[config.mk]
export PLATFORM = sky130hd
export DESIGN_NAME = seven_seg_scan
export DESIGN_NICKNAME = d
export VERILOG_FILES = /design/src/rtl/seg_pkg.sv /design/src/rtl/seven_seg_decode.sv /design/src/rtl/seven_seg_scan.sv
export SDC_FILE = /design/constraint.sdc
export NUM_CORES = 1
export LEC_CHECK = 0
export CAP_MARGIN = 20
export CORE_UTILIZATION = 56
export DETAILED_ROUTE_END_ITERATION = 8
export PLACE_DENSITY = 0.78
export SKIP_LAST_GASP = 1
export SLEW_MARGIN = 25
export SYNTH_ARGS = -nofsm -noshare
export SYNTH_HDL_FRONTEND = slang
export SYNTH_HIERARCHICAL = 1
export SYNTH_SLANG_ARGS = --single-unit
[constraint.sdc]
create_clock -name clk -period 3.5 [get_ports clk]
set_input_delay 0.525 -clock clk [delete_from_list [all_inputs] [get_ports clk]]
set_output_delay 0.525 -clock clk [all_outputs]
set_load 0.02 [all_outputs]
[src/rtl/seg_pkg.sv]
// seg_pkg: seven-segment pattern constants and anode polarity helper.
package seg_pkg;

    localparam int SEGB_A = 0;
    localparam int SEGB_B = 1;
    localparam int SEGB_C = 2;
    localparam int SEGB_D = 3;
    localparam int SEGB_E = 4;
    localparam int SEGB_F = 5;
    localparam int SEGB_G = 6;

    localparam logic [6:0] SEG_BLANK = 7'h00;
    localparam logic [6:0] SEG_0 = 7'h3F;
    localparam logic [6:0] SEG_1 = 7'h06;
    localparam logic [6:0] SEG_2 = 7'h5B;
    localparam logic [6:0] SEG_3 = 7'h4F;
    localparam logic [6:0] SEG_4 = 7'h66;
    localparam logic [6:0] SEG_5 = 7'h6D;
    localparam logic [6:0] SEG_6 = 7'h7D;
    localparam logic [6:0] SEG_7 = 7'h07;
    localparam logic [6:0] SEG_8 = 7'h7F;
    localparam logic [6:0] SEG_9 = 7'h6F;
    localparam logic [6:0] SEG_A = 7'h77;
    localparam logic [6:0] SEG_B = 7'h7C;
    localparam logic [6:0] SEG_C = 7'h39;
    localparam logic [6:0] SEG_D = 7'h5E;
    localparam logic [6:0] SEG_E = 7'h79;
    localparam logic [6:0] SEG_F = 7'h71;

    localparam logic [6:0] SEG_LUT [16] = '{
        SEG_0, SEG_1, SEG_2, SEG_3, SEG_4, SEG_5, SEG_6, SEG_7,
        SEG_8, SEG_9, SEG_A, SEG_B, SEG_C, SEG_D, SEG_E, SEG_F
    };

    // Maps a logical "digit on" to the pin level for the board's anode polarity.
    function automatic logic an_level(input logic on, input logic active_low);
        return on ^ active_low;
    endfunction

endpackage

[src/rtl/seven_seg_decode.sv]
// seven_seg_decode: nibble to active-high segment pattern (bit0=a .. bit6=g).
module seven_seg_decode
    import seg_pkg::*;
(
    input  logic [3:0] nib_i,
    input  logic       hex_en_i,
    output logic [6:0] seg_o
);

    assign seg_o = (!hex_en_i && nib_i > 4'd9) ? SEG_BLANK : SEG_LUT[nib_i];

endmodule

[src/rtl/seven_seg_scan.sv]
// seven_seg_scan: multiplexed N-digit seven-segment scanner with double-buffered
// value, leading-zero blanking, per-digit decimal points and inter-digit guard.
module seven_seg_scan
    import seg_pkg::*;
#(
    parameter int NUM_DIGITS    = 4,
    parameter int SCAN_DIV      = 1000,
    parameter int GUARD         = 2,
    parameter int HEX_EN        = 1,
    parameter int AN_ACTIVE_LOW = 1
) (
    input  logic                    clk,
    input  logic                    rst_n,
    input  logic                    enable_i,
    input  logic                    load_i,
    input  logic [4*NUM_DIGITS-1:0] value_i,
    input  logic [NUM_DIGITS-1:0]   dp_i,
    input  logic                    blank_lz_i,
    output logic [6:0]              seg_o,
    output logic                    dp_o,
    output logic [NUM_DIGITS-1:0]   an_o,
    output logic                    pending_o,
    output logic                    frame_o
);

    localparam int PW = $clog2(SCAN_DIV);
    localparam int DW = NUM_DIGITS > 1 ? $clog2(NUM_DIGITS) : 1;
    localparam int VW = 4 * NUM_DIGITS;
    localparam logic [PW-1:0] PS_LAST  = PW'(SCAN_DIV - 1);
    localparam logic [PW-1:0] GUARD_P  = PW'(GUARD);
    localparam logic [DW-1:0] DIG_LAST = DW'(NUM_DIGITS - 1);
    localparam logic          AL       = AN_ACTIVE_LOW != 0;
    localparam logic          AN_OFF   = an_level(1'b0, AL);

    logic [PW-1:0]         ps_q, ps_d;
    logic [DW-1:0]         dig_q, dig_d;
    logic [VW-1:0]         sh_val_q, sh_val_d, act_val_q, act_val_d;
    logic [NUM_DIGITS-1:0] sh_dp_q, sh_dp_d, act_dp_q, act_dp_d;
    logic                  pend_q, pend_d, frame_q, frame_d, dp_q, dp_d;
    logic [6:0]            seg_q, seg_d;
    logic [NUM_DIGITS-1:0] an_q, an_d;

    logic                  boundary, xfer, show, blanked, lz_sel, dp_bit, zero;
    logic [3:0]            nib;
    logic [6:0]            pat;
    logic [NUM_DIGITS-1:0] lz_vec;

    assign boundary = enable_i && ps_q == PS_LAST && dig_q == DIG_LAST;
    // While disabled there are no boundaries, so the shadow drains immediately.
    assign xfer     = boundary || !enable_i;

    always_comb begin
        ps_d      = (!enable_i || ps_q == PS_LAST) ? '0 : ps_q + 1'b1;
        dig_d     = !enable_i ? '0 : (ps_q != PS_LAST) ? dig_q : (dig_q == DIG_LAST) ? '0 : dig_q + 1'b1;
        sh_val_d  = load_i ? value_i : sh_val_q;
        sh_dp_d   = load_i ? dp_i : sh_dp_q;
        act_val_d = (load_i && boundary) ? value_i : (xfer && pend_q) ? sh_val_q : act_val_q;
        act_dp_d  = (load_i && boundary) ? dp_i : (xfer && pend_q) ? sh_dp_q : act_dp_q;
        pend_d    = load_i ? !boundary : pend_q && !xfer;
        frame_d   = boundary;
    end

    // A digit is a leading zero when it and every more-significant nibble are zero.
    always_comb begin
        zero   = 1'b1;
        lz_vec = '0;
        for (int k = NUM_DIGITS - 1; k >= 0; k--) begin
            zero      = zero && (act_val_q[4*k +: 4] == 4'h0);
            lz_vec[k] = zero && (k != 0);
        end
    end

    always_comb begin
        nib    = 4'h0;
        dp_bit = 1'b0;
        lz_sel = 1'b0;
        for (int k = 0; k < NUM_DIGITS; k++) begin
            if (DW'(k) == dig_q) begin
                nib    = act_val_q[4*k +: 4];
                dp_bit = act_dp_q[k];
                lz_sel = lz_vec[k];
            end
        end
    end

    seven_seg_decode u_decode (
        .nib_i    (nib),
        .hex_en_i (HEX_EN != 0),
        .seg_o    (pat)
    );

    assign show    = enable_i && ps_q >= GUARD_P;
    assign blanked = blank_lz_i && lz_sel;

    always_comb begin
        seg_d = (show && !blanked) ? pat : SEG_BLANK;
        dp_d  = show && dp_bit;
        an_d  = '0;
        for (int k = 0; k < NUM_DIGITS; k++)
            an_d[k] = an_level(show && (!blanked || dp_bit) && DW'(k) == dig_q, AL);
    end

    always_ff @(posedge clk or negedge rst_n) begin
        if (!rst_n) begin
            ps_q      <= '0;
            dig_q     <= '0;
            sh_val_q  <= '0;
            sh_dp_q   <= '0;
            act_val_q <= '0;
            act_dp_q  <= '0;
            pend_q    <= 1'b0;
            frame_q   <= 1'b0;
            seg_q     <= SEG_BLANK;
            dp_q      <= 1'b0;
            an_q      <= {NUM_DIGITS{AN_OFF}};
        end else begin
            ps_q      <= ps_d;
            dig_q     <= dig_d;
            sh_val_q  <= sh_val_d;
            sh_dp_q   <= sh_dp_d;
            act_val_q <= act_val_d;
            act_dp_q  <= act_dp_d;
            pend_q    <= pend_d;
            frame_q   <= frame_d;
            seg_q     <= seg_d;
            dp_q      <= dp_d;
            an_q      <= an_d;
        end
    end

    assign seg_o     = seg_q;
    assign dp_o      = dp_q;
    assign an_o      = an_q;
    assign pending_o = pend_q;
    assign frame_o   = frame_q;

endmodule
### Yosys cells after proc, flatten, opt, wreduce, memory -nomap -nowiden

Memories as Yosys holds them, arrays and structs flattened.
Cells that the tools add are included.

| word-level totals | value |
|---|---|
| bits in registers | 66 |
| ROM bits | 112 |
| output and inout bits | 14 |
| logic and storage cells | 79 |
| memories kept | 1 |

| operators by class | value |
|---|---|
| add/sub/neg operators | 2 |
| $lt $le $gt $ge | 2 |
| equality and inequality tests | 7 |
| muxes and demuxes | 23 |
| bitwise logic cells | 5 |
| reduce and logical (&&, ||, !) cells | 28 |

Memory list:

| memory | words | bits a word | rd ports | clocked after Yosys merged registers in | wr ports | line | text |
|---|---|---|---|---|---|---|---|
| (no name shown) | 16 | 7 | 1 | 0 | 0 | seven_seg_decode.sv:10 | `assign seg_o = (!hex_en_i && nib_i > 4'd9) ? SEG_BLANK : SEG_LUT[nib_i];` |

Operators with widths:

| cell | number |
|---|---|
| 16-bit 2-to-1 mux | 2 |
| 4-bit 2-to-1 mux | 6 |
| 7-bit 2-to-1 mux | 3 |
| 1-bit logical AND | 16 |
| 4-bit zero test | 3 |
| 10-bit by 1-bit adder with 10-bit output (second input constant) | 1 |
| 10-bit equality test (second input constant) | 1 |
| 10-bit by 2-bit >= comparator with 1-bit output (second input constant) | 1 |
| 10-bit 2-to-1 mux | 1 |
| 10-bit != test (second input constant) | 1 |
| 1-bit 2-to-1 mux | 8 |
| 2-bit 2-to-1 mux | 3 |
| 5-bit >= comparator (second input constant) | 1 |
| 4-bit NOT with 5-bit output | 1 |
| 2-bit equality test (first input constant) | 2 |
| 1-bit zero test | 4 |
| 1-bit NOT | 4 |
| 1-bit logical OR | 3 |
| 2-bit by 1-bit adder with 2-bit output (second input constant) | 1 |
| 1-bit by 2-bit equality test with 1-bit output (first input constant) | 1 |
| 2-bit equality test (second input constant) | 1 |
| 2-bit zero test | 1 |
| 2-bit != test (second input constant) | 1 |
| 2-bit nonzero test | 1 |

### Depth between registers and ports, before layout

| depth | value |
|---|---|
| depth in word-level cells | 12 |
| depth in mapped cells | 14 |

### Cells and area by module

The synthesis kept the hierarchy.

Modules (own cells, without submodules):

| module | instances | cells an instance | area each (um2) | seq. area each (um2) |
|---|---|---|---|---|
| seven_seg_scan | 1 | 253 | 3210.6 | 1656.6 |
| seven_seg_decode | 1 | 38 | 317.8 | 0.0 |

### Least setup slack after synthesis

Ideal clock, no wire load.

| path | value |
|---|---|
| path type | register to register |
| from | register dig_q[0] |
| to | register seg_q[1], in the netlist seg_o[1] |
| setup time | 0.067 ns |
| arrival time | 2.516 ns |
| slack | 0.917 ns |
| cell stages (with the launch flop) | 11 |
| path buffers | 1 |
| cell sequence | dfrtp_1 > ha_1 > buf_2 > nor2b_1 > a221oi_1 > o31ai_1 > inv_1 > ha_1 > mux2_2 > a211oi_2 > and3_1 |

| on the way | value |
|---|---|
| longest elaborated chain between the ends | 10 |
| elaborated cells between the ends (all ways) | 19 |
| classes of those cells | 3 x eq/ne; 10 x mux; 1 x bitwise; 4 x reduce/logical; 1 x memory |

RTL lines:

| what | line | text |
|---|---|---|
| start, declared | seven_seg_scan.sv:36 | `logic [DW-1:0] dig_q, dig_d;` |
| start signal, assigned | seven_seg_scan.sv:118 | `dig_q <= dig_d;` |
| 2-bit zero test | seven_seg_scan.sv:78 | `if (DW'(k) == dig_q) begin` |
| 4-bit 2-to-1 mux (3 in series) | seven_seg_scan.sv:78 |  |
| 4-bit 2-to-1 mux * | seven_seg_scan.sv:78 |  |
| net nib[1] | seven_seg_scan.sv:44 | `logic [3:0] nib;` |
| 4-bit NOT with 5-bit output (not written as such) * | seven_seg_decode.sv:10 |  |
| memory read 16 x 7 bit * | - |  |
| 7-bit 2-to-1 mux (not written as such) * (2 in series) | seven_seg_decode.sv:10 |  |
| net pat[1] | seven_seg_scan.sv:45 | `logic [6:0] pat;` |
| 7-bit 2-to-1 mux * | seven_seg_scan.sv:96 | `seg_d = (show && !blanked) ? pat : SEG_BLANK;` |
| net seg_d[1] | seven_seg_scan.sv:40 | `logic [6:0] seg_q, seg_d;` |
| end signal, assigned | seven_seg_scan.sv:125 | `seg_q <= seg_d;` |
| end, declared | seven_seg_scan.sv:40 |  |

Mark *: on every way through the listed nets, which the timed path passes. The rest lies on a longest branch. The select of a mux whose other input is x is not followed.
A chain may end at the register's enable or synchronous reset.

### Final worst setup path

| path | value |
|---|---|
| from | register dig_q[1] |
| to | register seg_q[3], in the netlist seg_o[3] |

The elaborated chain is that of the path after synthesis.

==> impl_metrics.tcl <==
set metrics [dict create \
    power_frac_seq_pct 48.4 \
    start_util_pct 58.90 \
    cts.sinks 66 \
    switching_power_uw 518.2 \
    r2r_end "seg_o[3]$_DFF_PN0_" \
    die_area_um2 6622 \
    cts_hold_buf 0 \
    ant_nets 0 \
    final.period_utilization_pct 85.16 \
    leakage_uw 0.001824 \
    crit_buf_inv 2 \
    final_area_um2 4138 \
    fin_skew_ns 0.01005 \
    finalSetupViolCount 0 \
    drc 0 \
    synth_cell_types 48 \
    grt_util_all_layers_pct 21.88 \
    rr_worst_depth 11 \
    holdCritPathClass "in -> async" \
    clk_pin_slew_ns 0.07 \
    viasPerCell 5.681 \
    antenna_found_initial 0 \
    synth_flop_cell "dfrtp_1" \
    dpl.hpwl_um 4526 \
    critical_path_arrival_ns 3.27 \
    diodes 0 \
    required_ns 3.79 \
    grt-ovfl-total 0 \
    synth_seq_cells 66 \
    crit_family "compound AO/OA/AOI/OAI gates" \
    slew_headroom_pct 59.74 \
    crit_fanout 9 \
    top_usage_layer "met2" \
    synthArstFlopShare_pct 100.0 \
    cp-start-kind "flop" \
    grt_pass1_wl_um 10560 \
    root_buffer "clkbuf_8" \
    rows 28 \
    switching_share_pct 27.73 \
    p_clk_share_pct 30.0 \
    cts_tree "built" \
    syn-cell-area_um2 3528 \
    io_buffers 38 \
    cpMaxStageDelayCell "o31ai_1" \
    cts_buffers 9 \
    powerDensity_nw_per_um2 451.6 \
    area_delta_synth_final_pct 17.27 \
    fmax_ghz 0.3355 \
    cts_buffer_depth 2 \
    core_area_um2 5991 \
    slew_violations 0 \
    htree_levels 3 \
    endpoint_kind "flop" \
    first_global_vias 2216 \
    die_w_um 81.38 \
    synth-seq-area-share_pct 46.95 \
    gp_congestion 0.8867 \
    yosysWarnings 6 \
    tns_ns 0 \
    tightest_slew_ns 0.6039 \
    fin_crit_ns 2.981 \
    num_vias 2335 \
    hold_violations 0 \
    die_h_um 81.38 \
    r2r_start "dig_q[1]$_DFFE_PN0N_" \
    final_util_pct 69.07 \
    gr-usage-met1_pct 28.74 \
    cts_resized 0 \
    routed_wl_um 6443 \
    placed_area_um2 3965 \
    clock_latency_ns 0.35 \
    use_met2_pct 33.33 \
    p_int_uw 1350 \
    maxCapViolCount 0 \
    drive_gt1_share_pct 27.38 \
    syn_avg_cell_area_um2 12.13 \
    routedWlPerCell_um 15.68 \
    irDropWorstVdd_uv 250.6 \
    grt_start_max_net_pins 41 \
    pwr-share-comb_pct 21.6 \
    dr.pass1.iters 4 \
    syn_inst 291 \
    io_pins 39 \
    cts_setup_buffers 0 \
    nets 368 \
    cpPeakStageDelay_ns 0.50 \
    grt_setup_unrepaired "false" \
    grt_use_met3_pct 4.157 \
    path_class "reg -> reg" \
    synth_edf_count 0 \
    drtIter0Drc 110 \
    status "complete, no violations" \
    r2r_slack_ns 0.52 \
    worstPathCellList "inv_1, ha_1, nor2b_1, a221oi_1, o31ai_1, inv_1, ha_1, nor2b_1, a211o_1, a21oi_1, and3_1" \
]
cell families (layout without fill, tap and decap cells):
family	count (synthesis)	after routing	synth area share (%)
multiplexers	55	55	20.64
XOR/XNOR	8	8	1.986
AO/OA/AOI/OAI	42	42	9.113
flip-flops	66	66	46.95
buffers and inverters	24	68	3.865
adder cells (fa/ha/maj)	12	12	4.255
other	1	2	0.1063
AND/OR/NAND/NOR	83	83	13.09
stage by stage:
step	setup WS (ns)	hold WS [ns]	power [µW]	cells
global route	0.2528	0.2234	1966	411
floorplan	0.9168	0.2294	1191	292
detailed placement	0.5451	0.4823	1321	395
finish	0.5193	0.1837	1869	411
global placement	0.7583	0.4658	1309	395
CTS	0.5178	0.1976	1885	411
placed cells by master (no fill, tap or decap), types with 3 or more instances in the layout:
cell,count
nor2_1,22
o211ai_1,6
ha_1,12
dfstp_2,4
nand3_1,3
and3_1,12
mux2i_1,3
clkdlybuf4s50_1,37
a221oi_1,6
nor2b_1,12
o221a_2,5
inv_1,6
clkbuf_8,10
buf_4,6
dfrtp_1,62
o31ai_1,3
xnor2_1,6
nand2_1,13
nor3_1,3
mux2_2,22
a21oi_1,6
mux2_4,30
o21ai_0,6
clkinvlp_4,3
nor4_1,5
final cells by class:
type / instances / area [µm²]
fillers: 443 / 1853
multi-input cells: 202 / 1748
flip-flops and latches: 66 / 1657
repair buffers: 45 / 440.4
clock buffers: 12 / 145.1
well taps: 75 / 93.84
clock inverters: 4 / 27.53
inverters: 7 / 26.28
sequential cells by signal (all words and copies together), names as in the netlist:
signal     count
ps_q          10
dp_o           1
sh_val_q      16
pending_o      1
an_o           4
act_dp_q       4
frame_o        1
dig_q          2
act_val_q     16
seg_o          7
sh_dp_q        4
metal layers:
| metal | up-vias | part of all wire (%) |
|---|---|---|
| met5 | - | 0 |
| met1 | 1147 | 47 |
| met3 | 12 | 3.5 |
| met4 | 0 | 2.4 |
| li1 | 1126 | - |
| met2 | 50 | 47 |
cell usage after synthesis, drive strengths merged, types with 2 or more instances:
cell type / number / area (µm²)
xor2: 2 / 17.52
nand2: 13 / 48.80
nor3b: 2 / 26.28
a221oi: 6 / 52.55
and3: 13 / 86.33
nor3: 4 / 25.02
nor2b: 12 / 75.07
o221a: 5 / 56.30
dfstp: 4 / 105.1
o211ai: 6 / 45.04
a211oi: 3 / 27.52
mux2i: 3 / 30.03
inv: 6 / 22.52
mux2: 52 / 698.2
nand4: 2 / 18.77
clkbuf: 6 / 22.52
a21oi: 7 / 35.03
nor2: 22 / 82.58
dfrtp: 62 / 1551
nand3b: 2 / 15.01
nor4: 5 / 31.28
o31ai: 4 / 30.03
ha: 12 / 150.1
buf: 11 / 87.58
nand3: 3 / 15.01
o21ai: 6 / 30.03
xnor2: 6 / 52.55
worst register-to-register path, stage by stage (launching register included):
cell,delay (ns)
dfrtp_1,0.39
inv_1,0.08
ha_1,0.29
nor2b_1,0.32
a221oi_1,0.13
o31ai_1,0.50
inv_1,0.20
ha_1,0.31
nor2b_1,0.17
a211o_1,0.27
a21oi_1,0.11
and3_1,0.15
power groups by stage:
stage | Clock (µW) | Combinational [µW] | Sequential, µW
after floorplan | 0 | 276 | 915
after global placement | 0 | 393 | 916
after detailed placement | 0 | 404 | 917
after CTS | 575 | 406 | 904
after global routing | 607 | 444 | 914
final | 560 | 404 | 905
worst max-delay path by stage:
stage                                     from                 end  slack (ns)  depth (start not counted)
after detailed placement  dig_q[1]$_DFFE_PN0N_  seg_o[3]$_DFF_PN0_        0.55                         11
after CTS                 dig_q[1]$_DFFE_PN0N_  seg_o[3]$_DFF_PN0_        0.52                         11
after floorplan           dig_q[0]$_DFFE_PN0N_  seg_o[1]$_DFF_PN0_        0.92                         10
after global placement    dig_q[0]$_DFFE_PN0N_  seg_o[3]$_DFF_PN0_        0.76                         10
after global routing      dig_q[1]$_DFFE_PN0N_  seg_o[3]$_DFF_PN0_        0.25                         11
final                     dig_q[1]$_DFFE_PN0N_  seg_o[3]$_DFF_PN0_        0.52                         11
Note: power is estimated with default switching activity, not from simulation.
